$ cat src/rtl/psg_pkg.sv
// Shared constants for the PSG bus controller: port decode, FSM states, strobe codes.
package psg_pkg;

  // Partial Spectrum 128 decode: addr[15], addr[14], addr[1]
  localparam logic [15:0] PORT_MASK = 16'hC002;
  localparam logic [15:0] PORT_REG  = 16'hC000;  // FFFD
  localparam logic [15:0] PORT_DATA = 16'h8000;  // BFFD

  // Lowest register-port value treated as a chip-select command
  localparam logic [7:0] PSG_SEL_BASE = 8'hFC;

  // {bdir,bc1} bus-control codes
  localparam logic [1:0] BC_INACTIVE = 2'b00;
  localparam logic [1:0] BC_READ     = 2'b01;
  localparam logic [1:0] BC_WRITE    = 2'b10;
  localparam logic [1:0] BC_LATCH    = 2'b11;

  typedef enum logic [2:0] {
    ST_IDLE     = 3'd0,
    ST_LATCH    = 3'd1,
    ST_WRITE    = 3'd2,
    ST_READ     = 3'd3,
    ST_WAIT_END = 3'd4
  } psg_state_e;

  // True when the address matches the given port under the partial decode
  function automatic logic port_hit(input logic [15:0] a, input logic [15:0] port);
    return (a & PORT_MASK) == port;
  endfunction

endpackage

$ cat src/rtl/z80_io_sync.sv
// Two-flop synchronisers for the Z80 I/O strobes plus access-start edge detect.
module z80_io_sync (
  input  logic clock,
  input  logic reset,
  input  logic i_iorq_n,
  input  logic i_rd_n,
  input  logic i_wr_n,
  output logic o_iorq,
  output logic o_rd,
  output logic o_wr,
  output logic o_start_c
);

  logic [1:0] r_iorq_sr;
  logic [1:0] r_rd_sr;
  logic [1:0] r_wr_sr;
  logic       r_iorq_prev;
  logic [1:0] r_warm;
  logic       r_armed;

  // Synchronise active-high copies; arm only after seeing IORQ idle once the
  // pipeline holds real samples, so an access spanning reset release is ignored.
  always_ff @(posedge clock or negedge reset) begin
    if (!reset) begin
      r_iorq_sr   <= 2'b00;
      r_rd_sr     <= 2'b00;
      r_wr_sr     <= 2'b00;
      r_iorq_prev <= 1'b0;
      r_warm      <= 2'b00;
      r_armed     <= 1'b0;
    end else begin
      r_iorq_sr   <= {r_iorq_sr[0], ~i_iorq_n};
      r_rd_sr     <= {r_rd_sr[0], ~i_rd_n};
      r_wr_sr     <= {r_wr_sr[0], ~i_wr_n};
      r_iorq_prev <= r_iorq_sr[1];
      r_warm      <= {r_warm[0], 1'b1};
      if (r_warm[1] && !r_iorq_sr[1]) begin
        r_armed <= 1'b1;
      end
    end
  end

  assign o_iorq = r_iorq_sr[1];
  assign o_rd   = r_rd_sr[1];
  assign o_wr   = r_wr_sr[1];
  // Rising IORQ with a read or write qualifier; rd+wr together is classified downstream
  assign o_start_c = r_armed & r_iorq_sr[1] & ~r_iorq_prev & (r_rd_sr[1] | r_wr_sr[1]);

endmodule

$ cat src/rtl/psg_bus_ctrl.sv
// Z80 I/O to multi-PSG sequencer: port decode, chip select, bdir/bc1 strobes, read-back.
module psg_bus_ctrl #(
  parameter int unsigned NUM_CHIPS = 2,
  parameter logic [7:0]  SEL_BASE  = psg_pkg::PSG_SEL_BASE
) (
  input  logic                   clock,
  input  logic                   reset,
  input  logic                   ay_enable,
  input  logic                   iorq_n,
  input  logic                   rd_n,
  input  logic                   wr_n,
  input  logic                   m1_n,
  input  logic [15:0]            addr,
  input  logic [7:0]             cpu_di,
  output logic [7:0]             cpu_do,
  output logic                   cpu_oe,
  output logic [NUM_CHIPS-1:0]   psg_bdir,
  output logic [NUM_CHIPS-1:0]   psg_bc1,
  output logic [7:0]             psg_wdata,
  input  logic [8*NUM_CHIPS-1:0] psg_rdata,
  output logic [1:0]             psg_sel
);

  import psg_pkg::*;

  logic w_iorq, w_rd, w_wr, w_start;
  logic w_valid, w_is_reg, w_is_data, w_wr_only, w_rd_only, w_is_sel;
  logic [1:0]           w_sel_val;
  logic [NUM_CHIPS-1:0] w_sel_mask;
  logic [7:0]           w_rdata_sel;

  psg_state_e           r_state;
  logic [NUM_CHIPS-1:0] r_bdir;
  logic [NUM_CHIPS-1:0] r_bc1;
  logic [7:0]           r_wdata;
  logic [7:0]           r_cpu_do;
  logic                 r_cpu_oe;
  logic [1:0]           r_sel;

  z80_io_sync u_sync (
    .clock     (clock),
    .reset     (reset),
    .i_iorq_n  (iorq_n),
    .i_rd_n    (rd_n),
    .i_wr_n    (wr_n),
    .o_iorq    (w_iorq),
    .o_rd      (w_rd),
    .o_wr      (w_wr),
    .o_start_c (w_start)
  );

  // Expand a {bdir,bc1} code onto the selected chip only
  function automatic logic [2*NUM_CHIPS-1:0] strobe(input logic [1:0] code,
                                                    input logic [NUM_CHIPS-1:0] mask);
    logic [NUM_CHIPS-1:0] b, c;
    b = code[1] ? mask : '0;
    c = code[0] ? mask : '0;
    return {b, c};
  endfunction

  assign w_valid    = ay_enable & m1_n;
  assign w_is_reg   = port_hit(addr, PORT_REG);
  assign w_is_data  = port_hit(addr, PORT_DATA);
  assign w_wr_only  = w_wr & ~w_rd;
  assign w_rd_only  = w_rd & ~w_wr;
  assign w_is_sel   = (cpu_di >= SEL_BASE) && ((8'hFF - cpu_di) < 8'(NUM_CHIPS));
  assign w_sel_val  = 2'(8'hFF - cpu_di);
  assign w_sel_mask = NUM_CHIPS'(1) << r_sel;

  // Mux the selected chip's read data; 0xFF if selection is out of range
  always_comb begin
    w_rdata_sel = 8'hFF;
    for (int i = 0; i < int'(NUM_CHIPS); i++) begin
      if (r_sel == 2'(i)) begin
        w_rdata_sel = psg_rdata[i*8 +: 8];
      end
    end
  end

  // Access sequencer: one strobe per detected CPU access, read held while RD/IORQ stay low
  always_ff @(posedge clock or negedge reset) begin
    if (!reset) begin
      r_state  <= ST_IDLE;
      r_bdir   <= '0;
      r_bc1    <= '0;
      r_wdata  <= 8'h00;
      r_cpu_do <= 8'hFF;
      r_cpu_oe <= 1'b0;
      r_sel    <= 2'd0;
    end else begin
      case (r_state)
        ST_IDLE: begin
          if (w_start) begin
            if (w_valid && w_wr_only && w_is_reg && w_is_sel) begin
              r_sel   <= w_sel_val;
              r_state <= ST_WAIT_END;
            end else if (w_valid && w_wr_only && w_is_reg) begin
              r_wdata          <= cpu_di;
              {r_bdir, r_bc1}  <= strobe(BC_LATCH, w_sel_mask);
              r_state          <= ST_LATCH;
            end else if (w_valid && w_wr_only && w_is_data) begin
              r_wdata          <= cpu_di;
              {r_bdir, r_bc1}  <= strobe(BC_WRITE, w_sel_mask);
              r_state          <= ST_WRITE;
            end else if (w_valid && w_rd_only && w_is_reg) begin
              {r_bdir, r_bc1}  <= strobe(BC_READ, w_sel_mask);
              r_state          <= ST_READ;
            end else begin
              r_state <= ST_WAIT_END;
            end
          end
        end
        ST_LATCH, ST_WRITE: begin
          {r_bdir, r_bc1} <= strobe(BC_INACTIVE, w_sel_mask);
          r_state         <= ST_WAIT_END;
        end
        ST_READ: begin
          if (w_rd && w_iorq) begin
            r_cpu_do <= w_rdata_sel;
            r_cpu_oe <= 1'b1;
          end else begin
            {r_bdir, r_bc1} <= strobe(BC_INACTIVE, w_sel_mask);
            r_cpu_do        <= 8'hFF;
            r_cpu_oe        <= 1'b0;
            r_state         <= ST_IDLE;
          end
        end
        ST_WAIT_END: begin
          if (!w_iorq) begin
            r_state <= ST_IDLE;
          end
        end
        default: begin
          r_state <= ST_IDLE;
        end
      endcase
    end
  end

  assign psg_bdir  = r_bdir;
  assign psg_bc1   = r_bc1;
  assign psg_wdata = r_wdata;
  assign cpu_do    = r_cpu_do;
  assign cpu_oe    = r_cpu_oe;
  assign psg_sel   = r_sel;

endmodule

$ cat config.mk
export PLATFORM = sky130hd
export DESIGN_NAME = psg_bus_ctrl
export DESIGN_NICKNAME = d
export VERILOG_FILES = /design/src/rtl/psg_pkg.sv /design/src/rtl/z80_io_sync.sv /design/src/rtl/psg_bus_ctrl.sv
export SDC_FILE = /design/constraint.sdc
export NUM_CORES = 1
export LEC_CHECK = 0
export CORE_UTILIZATION = 45
export DETAILED_ROUTE_END_ITERATION = 12
export HOLD_SLACK_MARGIN = 0.15
export PLACE_DENSITY_LB_ADDON = 0.12
export SLEW_MARGIN = 10
export SYNTH_ARGS = -nofsm -noshare
export SYNTH_HDL_FRONTEND = slang
export SYNTH_HIERARCHICAL = 1
export SYNTH_SLANG_ARGS = --single-unit
$ cat constraint.sdc
create_clock -name clock -period 2.7 [get_ports clock]
set_clock_uncertainty 0.15 [all_clocks]
set_input_delay 0.27 -clock clock [delete_from_list [all_inputs] [get_ports clock]]
set_output_delay 0.27 -clock clock [all_outputs]
set_load 0.1 [all_outputs]
==> impl_metrics.toml, run 1 <==
[run_status]
status = "complete, no violations"

[critical_path]
worstSetupPathType = "flop to flop"
crit_chain = "and3b_1 > nand3_1 > nor2_2 > a21oi_1"
cp-end-kind = "flop"
r2r-start = "r_state[1]$_DFFE_PN0P_"
cp_top_family = "simple AND/OR/NAND/NOR gates"
critPathBufInv = 0
path_max_fanout = 10
reg2reg_depth = 4
max_stage_delay_ns = 0.56
cpMaxStageDelayCell = "dfrtp_1"
cp-start-kind = "flop"
critPathArrivalTime_ns = 2.07
regToRegEndpoint = "cpu_do[1]$_DFFE_PN1N_"
ff2ff_setup_slack_ns = 0.74
crit_required_ns = 2.81

[yosys]
yosysWarnings = 6
synth_area_um2 = 1622
synth_edf_count = 0
synth_nets = 177
ys_top_cells_by_area = "dfrtp_1 (43%), dfstp_2 (13%), mux2_2 (7.6%)"
synth_cells = 130
synth_top_area_frac = 0.4321
yosysTopAreaCell = "dfrtp_1"
synthFlopType = "dfrtp_1"
synthArstFlopShare = 1.000
ys_types = 40
synth_seq_cells = 36
synth_area_per_cell_um2 = 12.47
seq_area_frac_synth = 0.5617

[timing]
finalSetupViolations = 0
finalCriticalPeriod_ns = 1.960
finalWorstSetupSlack_ns = 0.7396
maxSlewViolCount = 0
slew_headroom = 0.4915
fin_tns_setup_ns = 0
period_share = 0.7261
worst_pin_slew_ns = 0.7628
fin_hold_ws_ns = 0.2124
final_hold_viol_count = 0
rsz0062_at_grt = "no"
clock.fmax_mhz = 510.1

[worst_hold_path]
holdCritStartpoint = "u_sync/r_wr_sr[0]$_DFF_PN0_"
hold_class = "flop to flop"
whs_path_depth = 0
holdPathEnd = "u_sync/r_wr_sr[1]$_DFF_PN0_"

[routing]
drt-pass1-iter-count = 4
vias = 1211
ant_nets = 0
drc = 0
drt_iter0_drc = 39
wl_per_cell_um = 13.61
wl_um = 3226
routed_via_density = 5.110

[final_layout]
final_nets = 237
fin_cells = 237
antenna-diode-count = 0
final_util = 0.6537
drive_gt1_frac = 0.3141
regArea_um2 = 910.9
area_growth_pct = 36.65
fillers = 246
multiInputGateArea_um2 = 660.6

[global_routing]
grt_pass1_vias = 1171
grt_usage = 0.1896
antenna_found_initial = 0
grt_pass1_wl_um = 5092
grt_max_degree = 37
overflow = 0

[power_and_ir_drop]
ir_drop_mv = 0.3030
p_leak_nw = 1.062
powerDensity_nw_per_um2 = 531.7

[clock_network]
clkTransAtPathRegs_ns = 0.11
cts_root_buf = "clkbuf_4"
tritoncts = "built"
cts_buffer_depth = 2
cts_buffers = 5
htree_levels = 2
clock_latency_ns = 0.33
clkSinkCount = 36
cts_resized = 0

[placement]
hpwl_um = 2458
globalplace.congestion = 0.8411
place_ws_ns = 0.4876
io_buffers = 56
dp_cells = 228

[floorplanning]
io_pins = 70
die_y_um = 62.03
rows = 21
die_width_um = 62.03
die_area_um2 = 3848
core_um2 = 3390
initial_core_util = 0.4784

[job]
cap_violations = 0
synthesized netlist by cell type, drive strengths merged, types with 2 or more instances:
library cell / instances
nand2: 5
mux2i: 10
nor2: 15
a21oi: 8
inv: 6
o21ai: 3
dfstp: 8
and4: 2
mux2: 12
nand2b: 2
dfrtp: 28
nand3: 3
nor4: 3
buf: 4
nor3: 4
logic make-up (layout without fill, tap and decap cells):
kind of cell	count (synthesis)	after routing	share of synthesized area
compound gates	17	17	0.08179
xor+xnor	1	1	0.005402
buf+inv	10	71	0.03086
flops	36	36	0.5617
mux	22	22	0.1451
other cells	1	1	0.002313
simple gates	43	43	0.1729
registers in the layout, indices dropped and copies added, names as in the netlist:
name                flops
cpu_oe                  1
u_sync/r_iorq_prev      1
psg_bc1                 2
u_sync/r_warm           2
psg_bdir                2
u_sync/r_rd_sr          2
r_state                 3
psg_sel                 2
u_sync/r_iorq_sr        2
cpu_do                  8
psg_wdata               8
u_sync/r_wr_sr          2
u_sync/r_armed          1
report_power, final:
part / leakage [nW] / switching [W] / internal (W) / total [W]
logic: 0.590 / 0.000180 / 0.000118 / 0.000299
clock network: 0.0349 / 0.000179 / 0.0000999 / 0.000279
registers: 0.437 / 0.0000328 / 0.000568 / 0.000600
stage by stage:
step / power (W) / instance area [um2]
3_3_place_gp: 0.0008993 / 2150
6_report: 0.001178 / 2216
2_1_floorplan: 0.0008179 / 1622
5_1_grt: 0.001239 / 2216
4_1_cts: 0.001191 / 2216
3_5_place_dp: 0.0009094 / 2150
worst register-to-register path: cells and delay by family, from the launching register on:
kind | cells | cell delay [ns]
AND/OR/NAND/NOR | 3 | 1.05
flip-flops | 1 | 0.56
AO/OA/AOI/OAI | 1 | 0.13
layout by cell type, fill, tap and decap left out, drive strengths merged, types with 2 or more instances in the layout:
cell type      instances
dfstp                  8
buf                   24
nor2                  15
o21ai                  3
nand3                  3
dfrtp                 28
and4                   2
a21oi                  8
clkdlybuf4s50         32
mux2i                 10
clkbuf                 5
nand2b                 2
nor3                   4
nor4                   3
mux2                  12
inv                    6
nand2                  5
clkinv                 3
metal layers:
layer / up-vias / GRT usage / share of wire
met2: 39 / 0.3070 / 0.52
li1: 582 / - / -
met1: 584 / 0.2372 / 0.42
met3: 6 / 0.06211 / 0.045
met4: 0 / 0.06984 / 0.015
met5: - / 0 / 0
what timing repair did:
item                                   in CTS  in global routing
endpoints found under the hold margin      28                  0
setup endpoints to repair                   0                  0
setup buffers                               0                  0
hold buffers                                1                  0
area by class of cell:
class | count | area share
clock buffers | 5 | 0.01694
multi-input cells | 84 | 0.2981
repair buffers | 57 | 0.2292
well taps | 46 | 0.02597
clock inverters | 3 | 0.008470
inverters | 6 | 0.01016
flip-flops and latches | 36 | 0.4111
worst max path at each step:
stage / startpoint / end / slack (ns) / cells past startpoint
floorplan: psg_sel[0]$_DFFE_PN0P_ / psg_bc1[0]$_DFFE_PN0P_ / 0.62 / 3
global placement: addr[1] / psg_bdir[1]$_DFFE_PN0P_ / 0.54 / 5
detailed placement: addr[1] / psg_bdir[1]$_DFFE_PN0P_ / 0.49 / 5
CTS: r_state[1]$_DFFE_PN0P_ / cpu_do[2]$_DFFE_PN1N_ / 0.76 / 4
global route: r_state[1]$_DFFE_PN0P_ / cpu_do[3]$_DFFE_PN1N_ / 0.58 / 4
finish: r_state[1]$_DFFE_PN0P_ / cpu_do[1]$_DFFE_PN1N_ / 0.74 / 4
Power figures use the tool's default switching activity.
==> inputs of run 2 (changes only) <==
--- a/config.mk
+++ b/config.mk
@@ -5,7 +5,7 @@
 export SDC_FILE = /design/constraint.sdc
 export NUM_CORES = 1
 export LEC_CHECK = 0
-export CORE_UTILIZATION = 45
+export CORE_UTILIZATION = 42
 export DETAILED_ROUTE_END_ITERATION = 12
 export HOLD_SLACK_MARGIN = 0.15
 export PLACE_DENSITY_LB_ADDON = 0.12
==> constraint.sdc (replaced) <==
create_clock -name clock -period 1.85 [get_ports clock]
set_clock_uncertainty 0.15 [all_clocks]
set_input_delay 0.185 -clock clock [delete_from_list [all_inputs] [get_ports clock]]
set_output_delay 0.185 -clock clock [all_outputs]
set_load 0.1 [all_outputs]
==> run 2 against run 1 <==
  * Via count up 1.8%
  * Cell area up 12%
  * Count of clock-buffer cells in the layout up 2
  * Combinational power up 63%
  * Flip-flop and latch count unchanged
  * First-iteration DRC count up 28%
  * Worst setup slack worse by 0.67 ns
  * Clock power up 100%
  * Critical path depth unchanged
  * Wire length up 5.8%
  * Maximum frequency up 9.9%
==> impl_metrics.toml, run 2 (synthesis gave the netlist of run 1 again) <==
[run_status]
status = "complete, no violations"

[floorplanning]
die_area_um2 = 4113
core_um2 = 3689
io_pins = 70
die_width_um = 64.14
die_y_um = 64.14
rows = 22
initial_core_util = 0.4396

[routing]
vias = 1233
wl_per_cell_um = 13.60
drt-pass1-iter-count = 4
drt_iter0_drc = 50
routed_via_density = 4.912
wl_um = 3413
drc = 0
ant_nets = 0

[global_routing]
antenna_found_initial = 0
grt_pass1_wl_um = 5796
grt_max_degree = 37
grt_pass1_vias = 1217
overflow = 0
grt_usage = 0.1904

[power_and_ir_drop]
total_power_w = 0.001913
p_leak_nw = 1.196
powerDensity_nw_per_um2 = 767.7
ir_drop_mv = 0.4931

[timing]
clock.fmax_mhz = 560.7
finalCriticalPeriod_ns = 1.784
slew_headroom = 0.4877
final_hold_viol_count = 0
rsz0062_at_grt = "no"
period_share = 0.9641
finalSetupViolations = 0
maxSlewViolCount = 0
worst_pin_slew_ns = 0.7684

[clock_network]
tritoncts = "built"
clkTransAtPathRegs_ns = 0.07
cts_buffer_depth = 2
htree_levels = 2
clkSinkCount = 36
cts_root_buf = "clkbuf_8"
cts_buffers = 5
clock_latency_ns = 0.29

[final_layout]
final_common_cell = "clkdlybuf4s50_1"
final_util = 0.6757
area_growth_pct = 53.70
fillers = 291
drive_gt1_frac = 0.3744
antenna-diode-count = 0
final_cell_mix = "clkdlybuf4s50_1 (32), dfrtp_1 (26), buf_4 (24), nor2_1 (13)"
final_nets = 249

[critical_path]
worstSetupPathType = "flop to flop"
crit_required_ns = 1.87
critPathLaunch = "u_sync/r_rd_sr[1]$_DFF_PN0_"
max_stage_delay_ns = 0.46
path_max_fanout = 8
reg2reg_depth = 4
r2r-start = "u_sync/r_rd_sr[1]$_DFF_PN0_"
critPathArrivalTime_ns = 1.80
cp-start-kind = "flop"
cp-end-kind = "flop"
crit_chain = "nand2b_2 > a211oi_4 > nand3_4 > mux2_1"
cpMaxStageDelayCell = "dfrtp_2"
ff2ff_setup_slack_ns = 0.07
regToRegEndpoint = "psg_wdata[5]$_DFFE_PN0P_"

[placement]
hpwl_um = 2575
globalplace.congestion = 0.8088
io_buffers = 56

[worst_hold_path]
hold_class = "flop to flop"
holdCritStartpoint = "u_sync/r_rd_sr[0]$_DFF_PN0_"
whs_path_depth = 0
holdPathEnd = "u_sync/r_rd_sr[1]$_DFF_PN0_"

[job]
cap_violations = 0
## run 2: cell count changes in the layout (fill, tap and decap cells not counted), moves of 2 or more
| cell | delta |
|---|---|
| buf_12 | +11 |
| clkinv_2 | -2 |
| clkbuf_8 | +6 |
| dfrtp_2 | +2 |
| dfrtp_1 | -2 |
| clkbuf_4 | -5 |
## run 2: stage by stage
stage / setup WS (ns) / hold slack [ns] / area (um2) / std cells / setup TNS [ns]
after floorplan: 0.03903 / -0.2606 / 1623 / 130 / 0
after global placement: -0.1836 / 0.1525 / 2374 / 241 / -2.091
after detailed placement: -0.2089 / 0.1630 / 2374 / 241 / -2.382
after CTS: -0.002875 / 0.2046 / 2477 / 250 / -0.002875
after global routing: 0.005910 / 0.2152 / 2492 / 251 / 0
final: 0.06644 / 0.2008 / 2492 / 251 / 0
## run 2: area by class of cell
type / count / area (um2) / area share
clock buffer: 7 / 86.33 / 0.03464
clock inverter: 1 / 7.507 / 0.003012
inverter: 6 / 22.52 / 0.009036
multi-input combinational: 84 / 666.9 / 0.2676
sequential: 36 / 913.4 / 0.3665
tap: 48 / 60.06 / 0.02410
timing repair buffer: 69 / 735.7 / 0.2952
## run 2: power by group
| part | internal (W) | switching, W |
|---|---|---|
| clock | 0.000302 | 0.000269 |
| sequential | 0.000830 | 0.0000249 |
| combinational | 0.000197 | 0.000291 |
| total | 0.00133 | 0.000585 |
## run 2: timing repair
action / in CTS / in global routing
hold buffers: 1 / 0
pin swaps: 0 / 3
setup buffers: 0 / 1
setup endpoints to repair: 1 / 12
endpoints found under the hold margin: 28 / 0
resized for setup: 0 / 4
## run 2: how the worst max path moves through the flow
| stage | to | slack [ns] | depth (start not counted) |
|---|---|---|---|
| 2_1_floorplan | psg_bc1[0]$_DFFE_PN0P_ | 0.04 | 3 |
| 4_1_cts | psg_wdata[5]$_DFFE_PN0P_ | -0.003 | 4 |
| 6_report | psg_wdata[5]$_DFFE_PN0P_ | 0.07 | 4 |
| 5_1_grt | psg_bc1[1]$_DFFE_PN0P_ | 0.006 | 6 |
| 3_5_place_dp | psg_bc1[0]$_DFFE_PN0P_ | -0.21 | 5 |
| 3_3_place_gp | psg_wdata[5]$_DFFE_PN0P_ | -0.18 | 5 |
## run 2: worst max-delay path, delay by kind of cell (launching register included)
family	cells	cell delay [ns]
and+or+nand+nor	2	0.43
AOI/OAI and AO/OA	1	0.29
DFF	1	0.46
muxes	1	0.35
## run 2: layer usage
metal | wire (um) | vias to the layer above | track usage
li1 | - | 601 | -
met5 | 0 | - | 0
met3 | 126 | 4 | 0.05714
met1 | 1476 | 604 | 0.2323
met2 | 1763 | 24 | 0.3191
met4 | 46 | 0 | 0.06667
==> inputs of run 3 (changes only) <==
--- a/config.mk
+++ b/config.mk
@@ -5,6 +5,7 @@
 export SDC_FILE = /design/constraint.sdc
 export NUM_CORES = 1
 export LEC_CHECK = 0
+export CORE_MARGIN = 3
 export CORE_UTILIZATION = 42
 export DETAILED_ROUTE_END_ITERATION = 12
 export HOLD_SLACK_MARGIN = 0.15
==> run 3 against run 2 <==
  * Die area grew 13%
  * Sequential power hardly changed
  * Critical endpoint is now psg_bdir[1]$_DFFE_PN0P_
  * Largest cell class unchanged
  * Flip-flop and latch count unchanged
  * Non-clock buffer count grew 4
  * Critical path type unchanged
  * Sequential share of layout area is 1.4 points lower
==> impl_metrics.toml, run 3 (synthesis gave the netlist of run 1 again) <==
[final_layout]
antenna-diode-count = 0
area_growth_pct = 59.80
final_area_um2 = 2591
final_common_cell = "clkdlybuf4s50_1"
multiInputGateArea_um2 = 671.9
final_util = 0.7360
fillers = 255
final_cell_mix = "clkdlybuf4s50_1 (32), dfrtp_1 (26), buf_4 (23), buf_12 (16), nor2_1 (14)"
fin_cells = 253
final_nets = 253
regArea_um2 = 913.4
drive_gt1_frac = 0.3865

[run_status]
status = "complete, no violations"

[routing]
drt_iter0_drc = 56
ant_nets = 0
wl_per_cell_um = 15.66
drc = 0
drt-pass1-iter-count = 4
wl_um = 3962
routed_via_density = 5.079
vias = 1285

[critical_path]
cp-start-kind = "flop"
cp_top_family = "simple AND/OR/NAND/NOR gates"
crit_chain = "or3_1 > o31ai_4 > mux2_2"
critPathArrivalTime_ns = 1.79
critPathBufInv = 0
max_stage_delay_ns = 0.45
worstSetupPathType = "flop to flop"
cpMaxStageDelayCell = "or3_1"
crit_required_ns = 1.88
path_max_fanout = 4
cp-end-kind = "flop"

[clock_network]
clkTransAtPathRegs_ns = 0.08
clkSinkCount = 36
cts_buffers = 5
clock_latency_ns = 0.29
cts_root_buf = "clkbuf_8"
cts_buffer_depth = 2
htree_levels = 2
post_cts_buffers = 0
tritoncts = "built"

[global_routing]
grt_pass1_vias = 1351
overflow = 0
antenna_found_initial = 0
grt_pass1_wl_um = 6658
grt_usage = 0.2005
grt_max_degree = 22

[timing]
finalCriticalPeriod_ns = 1.768
clock.fmax_mhz = 565.7
finalSetupViolations = 0
final_hold_viol_count = 0
fin_hold_ws_ns = 0.1861
rsz0062_at_grt = "no"
period_share = 0.9556
maxSlewViolCount = 0

[floorplanning]
core_um2 = 3521
die_area_um2 = 4642
initial_core_util = 0.4606
rows = 21
io_pins = 70
die_y_um = 68.14
die_width_um = 68.14

[power_and_ir_drop]
p_leak_nw = 1.238
total_power_w = 0.001984
ir_drop_mv = 0.5289
powerDensity_nw_per_um2 = 765.6

[placement]
globalplace.congestion = 0.8005
io_buffers = 56
hpwl_um = 3236
dp_cells = 244
placed_cell_area_um2 = 2471

[job]
cap_violations = 0

[worst_hold_path]
hold_class = "input pin to asynchronous set/reset pin"
[run 3: repair_timing]
action,in CTS,in global routing
gates resized for setup,0,4
endpoints found under the setup margin,0,1
endpoints found under the hold margin,32,0
hold buffers,1,0
[run 3: layer usage]
metal / global-route usage / share of wire
met2: 0.3478 / 0.54
met4: 0.06700 / 0.014
met3: 0.05419 / 0.044
met5: 0 / 0
met1: 0.2392 / 0.40
[run 3: through the flow]
step | setup TNS, ns | setup slack (ns)
after CTS | 0 | 0.04341
final | 0 | 0.08222
after detailed placement | -2.772 | -0.2417
after global routing | 0 | 0.01651
after global placement | -2.093 | -0.1884
after floorplan | 0 | 0.03903
[run 3: where the power goes]
part / switching [W] / internal, W
clock network: 0.000282 / 0.000301
registers: 0.0000286 / 0.000829
logic: 0.000306 / 0.000237
total: 0.000617 / 0.00137
[run 3: path summary, 6_finish.rpt]
path                            cells past startpoint                   startpoint  slack (ns)                          end
worst min register to register                      0  u_sync/r_rd_sr[0]$_DFF_PN0_        0.20  u_sync/r_rd_sr[1]$_DFF_PN0_
worst max register to register                      3       r_state[2]$_DFFE_PN0P_        0.08      psg_bdir[1]$_DFFE_PN0P_
min in group clock                                  0  u_sync/r_rd_sr[0]$_DFF_PN0_        0.20  u_sync/r_rd_sr[1]$_DFF_PN0_
max in group asynchronous                           3                        reset        0.71        cpu_do[3]$_DFFE_PN1N_
worst max-delay path                                3       r_state[2]$_DFFE_PN0P_        0.08      psg_bdir[1]$_DFFE_PN0P_
worst min-delay path                                2                        reset        0.19      psg_bdir[1]$_DFFE_PN0P_
[run 3: area by class of cell]
cell class                      instances  share of cell area
Tap cell                               46             0.02221
Clock buffer                            6             0.03187
Multi-Input combinational cell         84              0.2593
Inverter                                6            0.008691
Timing Repair Buffer                   73              0.3197
Sequential cell                        36              0.3525
Clock inverter                          2            0.005794
==> RTL edit: new RTL, config.mk and constraints of run 1 <==
The parameter `NUM_CHIPS` goes from 2 to 4.
--- a/src/rtl/psg_bus_ctrl.sv
+++ b/src/rtl/psg_bus_ctrl.sv
@@ -1,6 +1,6 @@
 // Z80 I/O to multi-PSG sequencer: port decode, chip select, bdir/bc1 strobes, read-back.
 module psg_bus_ctrl #(
-  parameter int unsigned NUM_CHIPS = 2,
+  parameter int unsigned NUM_CHIPS = 4,
   parameter logic [7:0]  SEL_BASE  = psg_pkg::PSG_SEL_BASE
 ) (
   input  logic                   clock,
Interface: changed (resized psg_bc1, psg_bdir and psg_rdata); port bits go from 70 to 90. No check against the original RTL was run, so the function may have changed too.
==> RTL edit against run 1 <==
- power increased by 20%
- synthesized area increased by 17%
- first-iteration DRC count increased by 49%
- wire length increased by 25%
- via count increased by 18%
- cell area increased by 23%
- highest routed layer unchanged
- setup slack got worse by 0.056 ns
- sequential cell count increased by 4
==> RTL edit: results (changes against run 1) <==
INFO  metric synth.avg_cell_area = 14.0 um2 (+12%)
INFO  metric cpMaxStageDelayCell = sky130_fd_sc_hd__clkdlybuf4s50_1
INFO  metric port_buffers = 76 (+36%)
INFO  metric track_usage = 20.1% (+1.2 points)
INFO  metric clock_area_share = 4.46% (+1.9 points)
INFO  metric total_vias_in_the_final_route = 1431 (+18%)
INFO  metric nNonClkInverters = 7 (+1)
INFO  metric crit_fanout = 8 (-2)
INFO  metric num-multi-input-gates = 82 (-2.4%)
INFO  metric synth_nets = 198 (+12%)
INFO  metric power.switching_fraction = 26.5% (-6.8 points)
INFO  metric place_hpwl = 3.01 mm (+23%)
INFO  metric iteration_0_drc_markers = 58 (+49%)
INFO  metric clock_buffers = 6 (+1)
INFO  metric total_detailed_routing_wirelength = 4.02 mm (+25%)
INFO  metric wl_met3 = 390 um (+170%)
INFO  metric pg_comb = 265 uW (-11%)
INFO  metric p_comb_share = 18.8% (-6.5 points)
INFO  metric final-nonclk-buf-share = 25.7% (+2.7 points)
INFO  metric cp-startpoint = addr[14]
INFO  metric power_frac_clock = 36.0% (+12 points)
INFO  metric relSlewSlack = 43.0% (-6.2 points)
INFO  metric parity_gate_share_of_the_synthesized_area_counting_xor_and_xnor_cells = 0.463% (-0.077 points)
INFO  metric dpl_cell_area = 2590 um2 (+20%)
INFO  metric status = completed
INFO  metric n_sequential_cell = 40 (+11%)
INFO  metric synth.area.mux_share = 20.1% (+5.6 points)
INFO  metric fill_cells = 317 (+29%)
INFO  metric seq_area_frac_synth = 53.4% (-2.7 points)
INFO  metric ir_drop = 0.000351 V (+16%)
INFO  metric insertion_delay = 0.29 ns (-0.04 ns)
INFO  metric layout.core_utilization = 67.5% (+2.1 points)
INFO  metric seq_share = 37.2% (-3.9 points)
INFO  metric cts_root_buf = sky130_fd_sc_hd__clkbuf_8
INFO  metric grt_use_met1 = 21.8% (-1.9 points)
INFO  metric synth_compound_area_share = 10.8% (+2.7 points)
INFO  metric wl_met1 = 1.58 mm (+18%)
INFO  metric dpl_cells = 255 (+12%)
INFO  metric globalplace.congestion = 0.824 (-2.1%)
INFO  metric avgViaCountPerCell = 5.42 (+6.1%)
INFO  metric grt.met2_usage = 35.7% (+5.0 points)
INFO  metric fmax = 496 MHz (-2.8%)
INFO  metric detailroute.wirelength.met2 = 1.98 mm (+17%)
-- RTL edit: changes by cell type in the layout (fill, tap and decap cells not counted), sizes merged, moves of 3 or more --
cell,change
clkdlybuf4s50,+16
nor2,-9
a21oi,-8
mux2i,-8
mux4,+8
o22a,+8
nor3,+5
a32o,+4
buf,+4
dfrtp,+4
nand3,+3
o211ai,+3
-- RTL edit: how the worst min path moves through the flow --
stage | from | endpoint | slack, ns | cells past startpoint
after detailed placement | u_sync/r_iorq_sr[0] | u_sync/r_iorq_sr[1] | 0.18 | 0
after floorplan | reset | cpu_oe | -0.18 | 0
after global placement | u_sync/r_rd_sr[0] | u_sync/r_rd_sr[1] | 0.18 | 0
final | u_sync/r_iorq_sr[0] | u_sync/r_iorq_sr[1] | 0.20 | 0
after global routing | u_sync/r_iorq_sr[0] | u_sync/r_iorq_sr[1] | 0.21 | 0
after CTS | u_sync/r_warm[0] | u_sync/r_warm[1] | 0.20 | 0
